===== src/rtl/seq_rec_sched.sv =====
// Round-robin scheduler sharing one serial 3-ones recognizer among N_REQ bit sources.
// Each grant flushes the recognizer, streams one burst, and credits matches to that channel.
module seq_rec_cnt_lane #(
   parameter int CNT_W = 8
) (
   input  logic             clk,
   input  logic             reset,
   input  logic             clr_i,
   input  logic             inc_i,
   output logic [CNT_W-1:0] cnt_o
);
   logic [CNT_W-1:0] cnt_q;

   // A hit coinciding with a clear leaves the counter at 1, not 0.
   always_ff @(negedge clk or posedge reset) begin
      if (reset)                         cnt_q <= '0;
      else if (clr_i)                    cnt_q <= inc_i ? CNT_W'(1) : '0;
      else if (inc_i && (cnt_q != '1))   cnt_q <= cnt_q + 1'b1;
   end

   assign cnt_o = cnt_q;
endmodule

module seq_rec_sched #(
   parameter int N_REQ     = 4,
   parameter int BURST_LEN = 8,
   parameter int CNT_W     = 8
) (
   input  logic             clk,
   input  logic             reset,
   input  logic [N_REQ-1:0] req,
   input  logic [N_REQ-1:0] d_in,
   output logic [N_REQ-1:0] grant,
   output logic             busy,
   output logic             done,
   output logic [1:0]       done_id,
   output logic             rec_reset,
   output logic             rec_en,
   output logic             rec_d_in,
   input  logic             rec_match,
   output logic             hit,
   output logic [1:0]       hit_id,
   input  logic [1:0]       cnt_sel,
   output logic [CNT_W-1:0] cnt_out,
   input  logic             cnt_clr
);
   typedef enum logic [1:0] {IDLE, CLEAR, RUN} state_t;

   localparam logic [7:0] LAST_CNT = 8'(BURST_LEN - 1);

   state_t           state_q, state_d;
   logic [1:0]       g_q, g_d, ptr_q, ptr_d;
   logic [N_REQ-1:0] grant_q, grant_d;
   logic [7:0]       bit_cnt_q, bit_cnt_d;
   logic             done_q, done_d, hit_q, hit_d;
   logic [1:0]       done_id_q, done_id_d, hit_id_q, hit_id_d;
   logic [N_REQ-1:0][CNT_W-1:0] match_cnt;

   logic       consume, found;
   logic [1:0] pick, idx;

   assign consume = (state_q == RUN) && req[g_q];

   // First set request at or after ptr, wrapping.
   always_comb begin
      found = 1'b0;
      pick  = ptr_q;
      idx   = ptr_q;
      for (int i = 0; i < N_REQ; i++) begin
         idx = ptr_q + 2'(i);
         if (!found && req[idx]) begin
            found = 1'b1;
            pick  = idx;
         end
      end
   end

   always_comb begin
      state_d   = state_q;
      g_d       = g_q;
      ptr_d     = ptr_q;
      grant_d   = grant_q;
      bit_cnt_d = bit_cnt_q;
      done_d    = 1'b0;
      done_id_d = done_id_q;
      hit_d     = 1'b0;
      hit_id_d  = hit_id_q;
      case (state_q)
         IDLE: if (found) begin
            g_d          = pick;
            grant_d      = '0;
            grant_d[pick] = 1'b1;
            bit_cnt_d    = '0;
            state_d      = CLEAR;
         end
         CLEAR: state_d = RUN;
         RUN: begin
            if (consume) begin
               bit_cnt_d = bit_cnt_q + 8'd1;
               if (rec_match) begin
                  hit_d    = 1'b1;
                  hit_id_d = g_q;
               end
            end
            // A dropped request ends the burst without consuming a bit.
            if (!req[g_q] || (bit_cnt_q == LAST_CNT)) begin
               state_d   = IDLE;
               grant_d   = '0;
               done_d    = 1'b1;
               done_id_d = g_q;
               ptr_d     = g_q + 2'd1;
            end
         end
         default: state_d = IDLE;
      endcase
   end

   always_ff @(negedge clk or posedge reset) begin
      if (reset) begin
         state_q   <= IDLE;
         g_q       <= '0;
         ptr_q     <= '0;
         grant_q   <= '0;
         bit_cnt_q <= '0;
         done_q    <= 1'b0;
         done_id_q <= '0;
         hit_q     <= 1'b0;
         hit_id_q  <= '0;
      end else begin
         state_q   <= state_d;
         g_q       <= g_d;
         ptr_q     <= ptr_d;
         grant_q   <= grant_d;
         bit_cnt_q <= bit_cnt_d;
         done_q    <= done_d;
         done_id_q <= done_id_d;
         hit_q     <= hit_d;
         hit_id_q  <= hit_id_d;
      end
   end

   for (genvar i = 0; i < N_REQ; i++) begin : g_lane
      seq_rec_cnt_lane #(.CNT_W(CNT_W)) u_lane (
         .clk   (clk),
         .reset (reset),
         .clr_i (cnt_clr),
         .inc_i (hit_d && (g_q == 2'(i))),
         .cnt_o (match_cnt[i])
      );
   end

   assign grant     = grant_q;
   assign busy      = (state_q != IDLE);
   assign done      = done_q;
   assign done_id   = done_id_q;
   assign hit       = hit_q;
   assign hit_id    = hit_id_q;
   assign rec_reset = (state_q == CLEAR);
   assign rec_en    = consume;
   assign rec_d_in  = (|grant_q) ? d_in[g_q] : 1'b0;
   assign cnt_out   = match_cnt[cnt_sel];
endmodule


===== config.mk =====
export PLATFORM = sky130hd
export DESIGN_NAME = seq_rec_sched
export DESIGN_NICKNAME = d
export VERILOG_FILES = /design/src/rtl/seq_rec_sched.sv
export SDC_FILE = /design/constraint.sdc
export NUM_CORES = 1
export LEC_CHECK = 0
export BUFFER_PORTS_ARGS = -buffer_cell sky130_fd_sc_hd__buf_2
export CORE_MARGIN = 5
export CORE_UTILIZATION = 59
export DETAILED_ROUTE_END_ITERATION = 12
export HOLD_SLACK_MARGIN = 0.03
export PLACE_DENSITY = 0.87
export RECOVER_POWER = 25
export REMOVE_ABC_BUFFERS = 1
export SLEW_MARGIN = 30
export SYNTH_ARGS = -nofsm -noshare
export SYNTH_HDL_FRONTEND = slang
export SYNTH_HIERARCHICAL = 1
export SYNTH_SLANG_ARGS = --single-unit

===== constraint.sdc =====
create_clock -name clk -period 3.05 [get_ports clk]
set_input_delay 0.1525 -clock clk [delete_from_list [all_inputs] [get_ports clk]]
set_output_delay 0.1525 -clock clk [all_outputs]
set_load 0.02 [all_outputs]

==> results.toml <==
[worst_setup_path]
r2r-start = "g_q[0]"
criticalPathCategory = "register to primary output"
worstReg2RegEnd = "bit_cnt_q[0]"
r2r_cells = 7
crit_path_end_kind = "primary output"
crit_path_end = "rec_en"
crit_required_ps = 2900
cp_max_fo = 2
crit_arrival_ps = 3260
critPathLaunch = "g_q[0]"
r2r_slack_ps = 850
crit_path_start_kind = "register"

[cells_and_area]
nFillCells = 334
final_cells = 499
seq_area_sq_um = 1401
diodes = 0
multiInputGateArea_sq_um = 1847
final_nets = 451
layout-drive-gt1-share_pct = 36.07
area_growth_pct = 29.55

[global_route]
grt_pass1_wl_microns = 14750
grt_max_degree = 25
grt_util_all_layers_pct = 24.97
grt_overflow = 0
grt_pass1_vias = 3078
grt_antenna_before_repair = 0

[synthesis]
synth_most_common_cell = "dfrtn_1"
synthArstFlopShare_pct = 100.0
synth.yosys.warnings = 6
synth_xor_area_share_pct = 0.7916
synth-compound-area-share_pct = 18.51
synth.area.mux_share_pct = 11.87
synth_flop_cell = "dfrtn_1"
synthAdderAreaFrac_pct = 3.392
syn-mean-instance-area_sq_um = 10.41
synth_seq_cells = 56
synthCells = 319
synth-seq-area-share_pct = 42.22
synth_top_family_by_area = "simple AND/OR/NAND/NOR gates"
synth-simple-area-share_pct = 19.34
synth_edf_count = 0
synth_top_area_share_pct = 42.22
yosysUniqueCellTypes = 52
synth.area.top_cells = "dfrtn_1 42%, mux4_2 6.1%, nand2_1 4.0%, ha_1 3.4%, a211oi_1 3.2%"
ys_top_cells_by_count = "56 x dfrtn_1, 35 x nand2_1, 25 x inv_1"
yosysTopAreaCell = "dfrtn_1"
syn_area_sq_um = 3319

[timing]
rsz0062_at_grt = "yes"
setup_viol = 7
drv_slew = 0
relSlewSlack_pct = 74.14
fin_setup_tns_ps = -829.5
worst_pin_slew_ps = 387.9
setup_ws_ps = -363.7
finClkSkew_ps = 7.738
hold_viol = 0

[floorplanning]
rows = 27
start_util_pct = 60.65
core_sq_um = 5473
die_h_microns = 85.01
ios = 36
die_w_microns = 85.01
die_area_sq_um = 7226

[route]
vias_per_cell = 6.399
drtPass1Iterations = 5
ant_nets = 0
drc_errors = 0
routed_wl_microns = 9309
drt_iter0_drc = 356
drt-wirelength-per-cell_microns = 18.66
via_count = 3193

[clock_tree]
cts.htree.levels = 2
cts_buffer_depth = 2
clock_latency_ps = 310
cts_buffers = 5
cts_root_buffer = "clkbuf_8"
path_clk_slew_ps = 60
cts_tree = "yes"
cts.sinks = 56
ctsHoldBuffers = 0

[placed_design]
dp_slack_ps = -333.5
dp_hpwl_microns = 6102
portBuffers = 35
dpl.cell_count = 457
place.gp.congestion = 0.8868

[min_path]
hp-class = "register to register"

[job]
maxCapViolCount = 0

[power]
power_density_nw_per_um2 = 581.0
ir_worst_vdd_uv = 642.3
finalPower_mw = 2.499
leakage_nw = 2.050

[status]
violations = "setup timing"
status = "finished, violations left"
sequential cells by signal (all words and copies together), names as in the netlist:
register,count
g_q,2
ptr_q,2
hit,1
hit_id,2
done,1
done_id,2
grant,4
bit_cnt_q,8
g_lane.u_lane/cnt_o,32
state_q,2
worst min-delay path by stage:
| stage | startpoint | depth (start not counted) | endpoint | slack (ps) |
|---|---|---|---|---|
| after floorplan | bit_cnt_q[2] | 1 | bit_cnt_q[2] | 400 |
| after global placement | bit_cnt_q[2] | 1 | bit_cnt_q[2] | 420 |
| after detailed placement | bit_cnt_q[2] | 1 | bit_cnt_q[2] | 450 |
| after CTS | bit_cnt_q[2] | 1 | bit_cnt_q[2] | 440 |
| after global routing | done_id[1] | 1 | done_id[1] | 470 |
| final | bit_cnt_q[2] | 1 | bit_cnt_q[2] | 440 |
layer usage:
layer / part of all wire (%) / vias up / global-route usage, %
li1: - / 1443 / -
met4: 2.5 / 0 / 7.194
met1: 40 / 1528 / 33.31
met3: 7.6 / 29 / 4.660
met2: 50 / 193 / 41.60
met5: 0 / - / 0
worst max-delay path, cell delays in order, from the launching register on:
cell and delay [ps]:
dfrtn_1 480, mux4_2 550, and2_4 170, buf_6 120
buf_6 120
where the power goes:
group,switching [mW],total [mW],internal [mW]
Combinational,0.544,1.06,0.520
Clock,0.235,0.471,0.236
Sequential,0.0965,0.963,0.867
cell usage in the layout (no fill, tap or decap), types with 11 or more instances in the layout:
master,count
nand4_1,11
a211oi_1,12
buf_4,67
a21oi_1,13
buf_2,29
inv_1,25
dfrtn_1,56
o21ai_0,11
nand3_1,12
nand2_1,35
per-stage QoR:
step	utilization, %	hold WS, ps	cell area [sq um]
2_1_floorplan	-	403.9	3296
6_report	78.58	439.9	4300
3_3_place_gp	69.87	422.9	3824
4_1_cts	73.98	442.1	4049
5_1_grt	78.58	471.5	4300
3_5_place_dp	69.87	449.2	3824
cell families after synthesis:
kind of cell,count (synthesis)
AND/OR/NAND/NOR,114
buffers and inverters,32
multiplexers,24
AO/OA/AOI/OAI,81
XOR/XNOR,3
adder cells (fa/ha/maj),9
flip-flops,56
layout make-up:
| type | instances | area share, % |
|---|---|---|
| clock buffers | 5 | 1.600 |
| clock inverters | 1 | 0.6983 |
| inverters | 28 | 2.560 |
| multi-input cells | 231 | 42.94 |
| flip-flops and latches | 56 | 32.59 |
| well taps | 72 | 2.095 |
| repair buffers | 106 | 17.52 |
timing repair:
item                                    in CTS  in global routing
endpoints found under the setup margin      10                 35
gates resized for setup                     15                 21
hold endpoints to repair                     0                  0
pin swaps                                    0                  6
setup buffers                               13                 23
No activity file was read; power rests on OpenSTA's default activity.
